**src/rtl/alu_share_ctrl.sv**
```systemverilog
`default_nettype none
// ============================================================================
// Module      : alu_share_ctrl
// Description : Time-shares one combinational alu32 between two requesters.
//               Port 0 is the main datapath, port 1 the address/branch unit.
//               Requests are arbitrated round-robin. The winning operands are
//               registered straight into the ALU input registers. The ALU sum
//               is captured one cycle later. Completion is signalled one cycle
//               after that. The block also owns the architectural status
//               register, which is loaded from the ALU stat output.
//
//               Op sequence (3 cycles, one op in flight at most):
//                 IDLE --grant--> EXEC --capture--> DONE --> IDLE
//
// Ports
//   clk                 system clock, rising edge
//   reset               asynchronous, active-high reset
//   req0/req1           requests; held high by the requester until its done
//   a0,b0,op0           port 0 operands / ALU control line, sampled on grant
//   a1,b1,op1           port 1 operands / ALU control line, sampled on grant
//   gnt0/gnt1           one-cycle pulse: request accepted, operands latched
//   done0/done1         one-cycle pulse: result valid for that port
//   err                 qualifies done: the op was the illegal code 3'b101
//   result              registered ALU result, held until the next capture
//   stat_q              status register: [1]=zero, [0]=result non-negative
//   alu_a/alu_b/alu_gin registered drive to alu32
//   alu_sum/alu_stat    returned from alu32
//
// Revision    : 1.0  initial release
// ============================================================================
module alu_share_ctrl #(
    parameter int WIDTH = 32,
    parameter int OPW   = 3
) (
    input  logic             clk,
    input  logic             reset,

    input  logic             req0,
    input  logic [WIDTH-1:0] a0,
    input  logic [WIDTH-1:0] b0,
    input  logic [OPW-1:0]   op0,

    input  logic             req1,
    input  logic [WIDTH-1:0] a1,
    input  logic [WIDTH-1:0] b1,
    input  logic [OPW-1:0]   op1,

    output logic             gnt0,
    output logic             gnt1,
    output logic             done0,
    output logic             done1,
    output logic             err,
    output logic [WIDTH-1:0] result,
    output logic [1:0]       stat_q,

    output logic [WIDTH-1:0] alu_a,
    output logic [WIDTH-1:0] alu_b,
    output logic [OPW-1:0]   alu_gin,
    input  logic [WIDTH-1:0] alu_sum,
    input  logic [1:0]       alu_stat
);

    // ALU control codes. ADD doubles as the safe idle/illegal-op drive so the
    // ALU never sees an undefined control line.
    localparam logic [OPW-1:0] c_op_add     = OPW'(3'b010);
    localparam logic [OPW-1:0] c_op_illegal = OPW'(3'b101);

    typedef enum logic [1:0] {
        c_st_idle = 2'd0,
        c_st_exec = 2'd1,
        c_st_done = 2'd2
    } state_t;

    state_t r_state;
    logic   r_rr_ptr;   // port preferred when both request (0 = port 0)
    logic   r_own_q;    // port that owns the op in flight
    logic   r_illegal;  // op in flight carried the illegal control code

    // ------------------------------------------------------------------------
    // Grant selection. Port 1 wins when it is the only requester, or when
    // both request and the round-robin pointer favours it.
    // ------------------------------------------------------------------------
    logic             w_any_req;
    logic             w_pick1;
    logic [WIDTH-1:0] w_a_sel;
    logic [WIDTH-1:0] w_b_sel;
    logic [OPW-1:0]   w_op_sel;
    logic             w_op_illegal;

    always_comb begin
        w_any_req    = req0 | req1;
        w_pick1      = req1 & (~req0 | r_rr_ptr);
        w_a_sel      = w_pick1 ? a1  : a0;
        w_b_sel      = w_pick1 ? b1  : b0;
        w_op_sel     = w_pick1 ? op1 : op0;
        w_op_illegal = (w_op_sel == c_op_illegal);
    end

    // ------------------------------------------------------------------------
    // Sequencer. All outputs are registered. gnt/done/err default low every
    // cycle so each assertion is a single-cycle pulse.
    // ------------------------------------------------------------------------
    always_ff @(posedge clk or posedge reset) begin
        if (reset) begin
            r_state   <= c_st_idle;
            r_rr_ptr  <= 1'b0;
            r_own_q   <= 1'b0;
            r_illegal <= 1'b0;
            gnt0      <= 1'b0;
            gnt1      <= 1'b0;
            done0     <= 1'b0;
            done1     <= 1'b0;
            err       <= 1'b0;
            result    <= '0;
            stat_q    <= 2'b00;
            alu_a     <= '0;
            alu_b     <= '0;
            alu_gin   <= c_op_add;
        end else begin
            gnt0  <= 1'b0;
            gnt1  <= 1'b0;
            done0 <= 1'b0;
            done1 <= 1'b0;
            err   <= 1'b0;

            case (r_state)
                c_st_idle: begin
                    if (w_any_req) begin
                        gnt0      <= ~w_pick1;
                        gnt1      <= w_pick1;
                        r_own_q   <= w_pick1;
                        // The ALU input registers are the operand registers.
                        // They stay stable for the whole EXEC cycle.
                        alu_a     <= w_a_sel;
                        alu_b     <= w_b_sel;
                        alu_gin   <= w_op_illegal ? c_op_add : w_op_sel;
                        r_illegal <= w_op_illegal;
                        r_state   <= c_st_exec;
                    end
                end

                c_st_exec: begin
                    // An illegal op returns zero and leaves the status untouched.
                    // The ALU is still run (as ADD), but its output is discarded.
                    if (r_illegal) begin
                        result <= '0;
                    end else begin
                        result <= alu_sum;
                        stat_q <= alu_stat;
                    end
                    r_rr_ptr <= ~r_own_q;
                    r_state  <= c_st_done;
                end

                c_st_done: begin
                    done0   <= ~r_own_q;
                    done1   <= r_own_q;
                    err     <= r_illegal;
                    r_state <= c_st_idle;
                end

                default: begin
                    r_state <= c_st_idle;
                end
            endcase
        end
    end

endmodule
`default_nettype wire

```
**config.mk**
```make
export PLATFORM = sky130hd
export DESIGN_NAME = alu_share_ctrl
export DESIGN_NICKNAME = d
export VERILOG_FILES = /design/src/rtl/alu_share_ctrl.sv
export SDC_FILE = /design/constraint.sdc
export NUM_CORES = 1
export LEC_CHECK = 0
export CORE_ASPECT_RATIO = 0.6
export CORE_MARGIN = 3
export CORE_UTILIZATION = 40
export DETAILED_ROUTE_END_ITERATION = 10
export HOLD_SLACK_MARGIN = 0.06
export PLACE_DENSITY = 0.93
export SETUP_SLACK_MARGIN = 0.02
export SLEW_MARGIN = 5
export SYNTH_ARGS = -nofsm -noshare
export SYNTH_HDL_FRONTEND = slang
export SYNTH_SLANG_ARGS = --single-unit
```
**constraint.sdc**
```tcl
create_clock -name clk -period 3.9 [get_ports clk]
set_clock_uncertainty 0.15 [all_clocks]
set_input_delay 0.39 -clock clk [delete_from_list [all_inputs] [get_ports clk]]
set_output_delay 0.39 -clock clk [all_outputs]
set_load 0.02 [all_outputs]
```
==> results of run 1 <==
## layer usage
metal,share of wire,wire [µm],vias up
li1,-,-,2521
met1,0.40,7190,2564
met2,0.50,9000,271
met3,0.088,1580,18
met4,0.012,215,0
met5,0,0,-
## final cells by class
cell class | count | share of cell area
repair buffers | 286 | 0.344
flip-flops and latches | 111 | 0.336
multi-input cells | 388 | 0.255
clock buffers | 10 | 0.0277
well taps | 165 | 0.0249
clock inverters | 6 | 0.00907
inverters | 7 | 0.00348
## critical path, cell delays in order
cell     delay [ns]
buf_2          0.08
buf_4          0.59
inv_2          0.57
or4_1          0.66
a31oi_1        0.19
## registers in the layout, summed over array words and instances, names as in the netlist
register	flops
alu_a	32
alu_b	32
alu_gin	3
done0	1
done1	1
err	1
gnt0	1
gnt1	1
r_illegal	1
r_own_q	1
r_rr_ptr	1
r_state	2
result	32
stat_q	2
## cell usage after synthesis
cell | count | area [µm²]
buf_4 | 1 | 7.51
dfstp_2 | 1 | 26.3
nor2b_1 | 1 | 6.26
o221ai_1 | 2 | 17.5
a21boi_0 | 1 | 7.51
and3b_1 | 2 | 17.5
nand2b_1 | 34 | 213
a31oi_1 | 66 | 413
and3_1 | 1 | 6.26
or4_1 | 1 | 7.51
inv_1 | 5 | 18.8
dfrtp_1 | 110 | 2750
o21ai_0 | 98 | 490
mux2_2 | 2 | 22.5
clkbuf_1 | 41 | 154
a31o_2 | 1 | 8.76
nand2_4 | 1 | 11.3
nand2_1 | 33 | 124
buf_1 | 2 | 7.51
nor3b_1 | 1 | 7.51
a21o_1 | 1 | 7.51
inv_2 | 2 | 7.51
nand3_1 | 65 | 325
a31oi_2 | 1 | 12.5
or2_1 | 1 | 6.26
buf_2 | 14 | 70.1
o2111ai_1 | 1 | 8.76
nor2_1 | 1 | 3.75
a21oi_1 | 70 | 350
buf_6 | 4 | 45.0
nand4_1 | 1 | 6.26
a2111o_1 | 1 | 11.3
and2b_1 | 1 | 7.51
nor2_2 | 1 | 6.26
## cells by family after synthesis
group	after synthesis
AOI/OAI and AO/OA	242
buffers and inverters	69
DFF	111
muxes	2
and+or+nand+nor	144
## power breakdown
part	switching [W]	total, W	internal, W
clock	0.000433	0.000943	0.000510
combinational	0.00181	0.00330	0.00149
sequential	0.000361	0.00206	0.00169
## through the flow
step	util	total power (W)	hold WS, ns
floorplan	-	0.00382	0.290
CTS	0.669	0.00635	0.338
global route	0.669	0.00668	0.358
detailed placement	0.644	0.00539	0.321
global placement	0.644	0.00528	0.313
finish	0.669	0.00630	0.337
## final timing paths
check	startpoint	to	slack, ns	depth (start not counted)
max	req1	alu_gin[0]$_DFFE_PP0P_	1.50	5
min	result[14]$_DFFE_PP0N_	result[14]$_DFFE_PP0N_	0.34	2
max reg2reg	r_rr_ptr$_DFFE_PP0N_	alu_gin[0]$_DFFE_PP0P_	1.77	3
min reg2reg	result[14]$_DFFE_PP0N_	result[14]$_DFFE_PP0N_	0.34	2
max in group asynchronous	reset	alu_b[13]$_DFFE_PP0P_	2.22	3
min in group asynchronous	reset	alu_b[1]$_DFFE_PP0P_	0.57	2
==> summary.md, run 1 <==
| Metric | Value |
|---|---|
| Area of the multi-input gates | between 2000 and 2500 µm² |
| Largest net degree at the start of global routing | 90 |
| VDD IR-drop max | roughly 0.00042 V |
| Detailed-route via count | 5374 |
| Static Leakage | ~3.2 nW |
| Slew Limit Fails | 0 |
| First-pass iteration count of the detailed router | 5 |
| Root buffer cell | clkbuf_16 |
| ANT nets after route | 0 |
| Power Density | about 760 nW/µm² |
| CTS max path bufs | 2 |
| Global route hottest layer | met2 |
| Initial core utilization | 0.419 |
| Core region area | 12400 µm² |
| Register area | between 2000 and 3000 µm² |
| Layout fillers | approximately 950 |
| Via density | about 5.5 |
| Clk sink count | between 100 and 150 |
| Synth cell types | 34 |
| DRT iter0 DRCs | 330 |
| Max-cap violations | 0 |
| CP endpoint kind | flip-flop |
| Detailed Place HPWL | 12800 µm |
| Synth Instances | approximately 570 |
| Met2 usage | 0.421 |
| Setup violations, final | 0 |
| Routed wire length | 18000 µm |
| Drt drc | 0 |
| Commonest non-fill, non-tap cell in the layout | clkdlybuf4s50_1 |
| #FFs+latches synth | between 100 and 150 |
| Critical Path RT | ~4.0 ns |
| Syn nets | 740 |
| Max H-tree Level | 3 |
| Port buffer count | about 280 |
| Post-Synth Adder-Cell Area | 0 |
| Syn-to-layout area delta | 59.5% |
| Unrepaired setup endpoints after global routing | no |
| Yosys warning count | 0 |
| Final Non-Filler Cells | between 900 and 1000 |
| GRT Total Usage | 0.242 |
| Final Cycle Share | 0.614 |
| Placed cell count | approximately 960 |
| Met3 Resource Use GR | 0.0750 |
| Clk_lat worst skew | around 0.34 ns |
| Design area | about 8300 µm² |
| Simple-Gate Fraction of Synth Area | 0.144 |
| Crit path launch type | input pin |
| Max FO, Critical Path | 71 |
| Mapped Area | 5190 µm² |
| Met1 GRT Util | 0.303 |
| # diodes | 0 |
| Tmin final | ~2.4 ns |
| Critical path type | input pin to flip-flop |
| Final hold vios | 0 |
| Largest family of logic cells by synthesized area | compound AO/OA/AOI/OAI gates |
| Setup WS post-layout | 1.50 ns |
| RePlAce Congestion | a little under 0.9 |
| Max-slew headroom | 0.267 |
| Setup slack after placement | about 1.2 ns |
| Xor/xnor share of the synthesized area | 0 |
| Num CTS Buffers | 9 |
| Die X | 153 µm |
| Post-cts hold buffer count | 0 |
| Die Ht | between 90 and 100 µm |
| F_max | 417 MHz |
| Setup bufs post-CTS | 0 |
| Arrival @ worst endpoint | ~2.5 ns |
| Initial antenna violation count | 0 |
| Most frequent cells in the layout | clkdlybuf4s50_1 (276), dfrtp_1 (110), o21ai_0 (98) |
| Die area | ~14000 µm² |
| Worst hold path type | flip-flop to flip-flop |
| First-pass GRT wire length | ~28000 µm |
| Register area share after synthesis | 0.536 |
| Synth Area in Compound Gates | 0.256 |
| Vias in the first global route | 5333 |
| Post-cts sizing count | 0 |
| Clock transition at the registers of the reported paths | about 0.080 ns |
| Multiplexer share of the synthesized area | 0.00434 |
| Syn avg cell area | about 9 µm² |
| Final total negative setup slack | 0 ns |
| Slew @ Worst Pin | 1.10 ns |
| Total global routing overflow | 0 |
| CTS tree | done |
| Layout cells sized above 1 | 0.0483 |
| DP Area | about 8000 µm² |
| Nets | between 900 and 1000 |
| Status | finished clean |
| Io pins | ~280 |
| Placement row count | 31 |
| DR WL/cell | about 18 µm |
No activity file was read; power rests on OpenSTA's default activity.
==> inputs of run 2 (changes only) <==
--- a/config.mk
+++ b/config.mk
@@ -7,10 +7,10 @@
 export LEC_CHECK = 0
 export CORE_ASPECT_RATIO = 0.6
 export CORE_MARGIN = 3
-export CORE_UTILIZATION = 40
+export CORE_UTILIZATION = 36
 export DETAILED_ROUTE_END_ITERATION = 10
 export HOLD_SLACK_MARGIN = 0.06
-export PLACE_DENSITY = 0.93
+export PLACE_DENSITY = 0.89
 export SETUP_SLACK_MARGIN = 0.02
 export SLEW_MARGIN = 5
 export SYNTH_ARGS = -nofsm -noshare
==> constraint.sdc (replaced) <==
create_clock -name clk -period 2.2 [get_ports clk]
set_clock_uncertainty 0.15 [all_clocks]
set_input_delay 0.22 -clock clk [delete_from_list [all_inputs] [get_ports clk]]
set_output_delay 0.22 -clock clk [all_outputs]
set_load 0.02 [all_outputs]
==> summary.md, run 2 (synthesis gave the netlist of run 1 again) <==
| Metric | Value |
|---|---|
| First-pass iteration count of the detailed router | 5 |
| Slew @ Worst Pin | 0.536 ns |
| Design area | roughly 8500 µm² |
| Max-slew headroom | 0.643 |
| Commonest non-fill, non-tap cell in the layout | clkdlybuf4s50_1 |
| Final hold vios | 0 |
| Post-cts hold buffer count | 0 |
| Final total negative setup slack | 0 ns |
| Slew Limit Fails | 0 |
| VDD IR-drop max | between 0.0006 and 0.0007 V |
| Setup bufs post-CTS | 0 |
| Layout cells sized above 1 | 0.0657 |
| Worst hold path type | input pin to async pin |
| Total power | roughly 0.011 W |
| Largest net degree at the start of global routing | 54 |
| Vias in the first global route | roughly 5400 |
| Tmin final | ~1.9 ns |
| Placement row count | 33 |
| Arrival @ worst endpoint | roughly 1.5 ns |
| Detailed-route via count | 5428 |
| Clock transition at the registers of the reported paths | 0.08 ns |
| Status | finished clean |
| Syn-to-layout area delta | 63.4% |
| Detailed Place HPWL | about 13000 µm |
| Root buffer cell | clkbuf_16 |
| Drt drc | 0 |
| Setup violations, final | 0 |
| Clk sink count | 111 |
| Placed cell count | about 1000 |
| Unrepaired setup endpoints after global routing | no |
| Crit path buf inv count | 1 |
| DP Area | about 8200 µm² |
| CP cell instances | clkdlybuf4s50_1 |
| Via density | approximately 5.4 |
| CP endpoint kind | output port |
| Crit path launch type | flip-flop |
| Register area | around 2800 µm² |
| # diodes | 0 |
| Critical Path Stages | 1 |
| Slowest CP cell | clkdlybuf4s50_1 |
| Top Family by Delay on Critical Path | buffers and inverters |
| RePlAce Congestion | about 0.84 |
| Io pins | ~280 |
| Final Non-Filler Cells | 1014 |
| DRT iter0 DRCs | roughly 350 |
| Layout fillers | between 1000 and 1500 |
| Most frequent cells in the layout | clkdlybuf4s50_1 (276), dfrtp_1 (110), o21ai_0 (98) |
| Initial core utilization | 0.374 |
| CTS max path bufs | 2 |
| Port buffer count | about 280 |
| Max-cap violations | 0 |
| Num CTS Buffers | 9 |
| GRT Total Usage | 0.227 |
| DR WL/cell | between 15 and 20 µm |
| Total global routing overflow | 0 |
| Post-cts sizing count | 0 |
| Reg2reg path depth | 3 |
| Core region area | ~14000 µm² |
| ANT nets after route | 0 |
| CTS tree | done |
| Clk_lat worst skew | roughly 0.34 ns |
| Max FO, Critical Path | 2 |
| Die Ht | about 99 µm |
| F_max | between 500 and 600 MHz |
| Final Cycle Share | 0.844 |
| Die area | 15900 µm² |
| Nets | 989 |
| Initial antenna violation count | 0 |
| CP peak stage delay | ~0.62 ns |
| Power Density | 1340 nW/µm² |
| Routed wire length | around 18000 µm |
| Critical path type | flip-flop to output port |
| First-pass GRT wire length | slightly below 30000 µm |
| Area of the multi-input gates | 2110 µm² |
| Largest regs | alu_a x32, alu_b x32, result x32 |
| Critical Path RT | approximately 1.8 ns |
| Die X | roughly 160 µm |
| Max H-tree Level | 3 |
| Static Leakage | approximately 3.3 nW |
## run 2: cell count changes in the layout (fill, tap and decap cells not counted), sizes merged
cell / change
clkinvlp: +1
inv: -2
clkbuf: -1
buf: +14
clkinv: +3
bufinv: -1
## run 2: cell type report
type,count,share of cell area
repair buffers,300,0.356
flip-flops and latches,111,0.328
multi-input cells,388,0.249
well taps,192,0.0283
clock buffers,9,0.0266
clock inverters,7,0.00915
inverters,7,0.00354
## run 2: report_power, final
| part | switching [W] | total (W) | leakage, nW | internal (W) |
|---|---|---|---|---|
| Sequential | 0.000573 | 0.00358 | 1.32 | 0.00300 |
| Combinational | 0.00334 | 0.00613 | 1.87 | 0.00280 |
| Clock | 0.000814 | 0.00162 | 0.144 | 0.000805 |
## run 2: layer usage
metal,vias up,routed length (µm),track usage
met5,-,0,0
met4,0,231,0.0416
met3,27,1780,0.0748
met2,266,8920,0.391
met1,2582,7450,0.286
li1,2553,-,-
## run 2: final timing paths
check | startpoint | end | slack, ns
max | alu_gin[1]$_DFFE_PP1P_ | alu_gin[1] | 0.34
min | reset | result[0]$_DFFE_PP0N_ | 0.08
max reg2reg | r_rr_ptr$_DFFE_PP0N_ | r_illegal$_DFFE_PP0P_ | 0.39
min reg2reg | result[10]$_DFFE_PP0N_ | result[10]$_DFFE_PP0N_ | 0.33
max in group asynchronous | reset | alu_gin[1]$_DFFE_PP1P_ | 1.19
min in group clk | req1 | alu_a[25]$_DFFE_PP0P_ | 0.26
## run 2: stage by stage
| step | hold WS [ns] | util | setup slack (ns) |
|---|---|---|---|
| 2_1_floorplan | 0.219 | - | 0.487 |
| 3_3_place_gp | 0.314 | 0.589 | 0.236 |
| 3_5_place_dp | 0.320 | 0.589 | 0.226 |
| 4_1_cts | 0.0793 | 0.611 | 0.310 |
| 5_1_grt | 0.0845 | 0.611 | 0.299 |
| 6_report | 0.0831 | 0.611 | 0.342 |
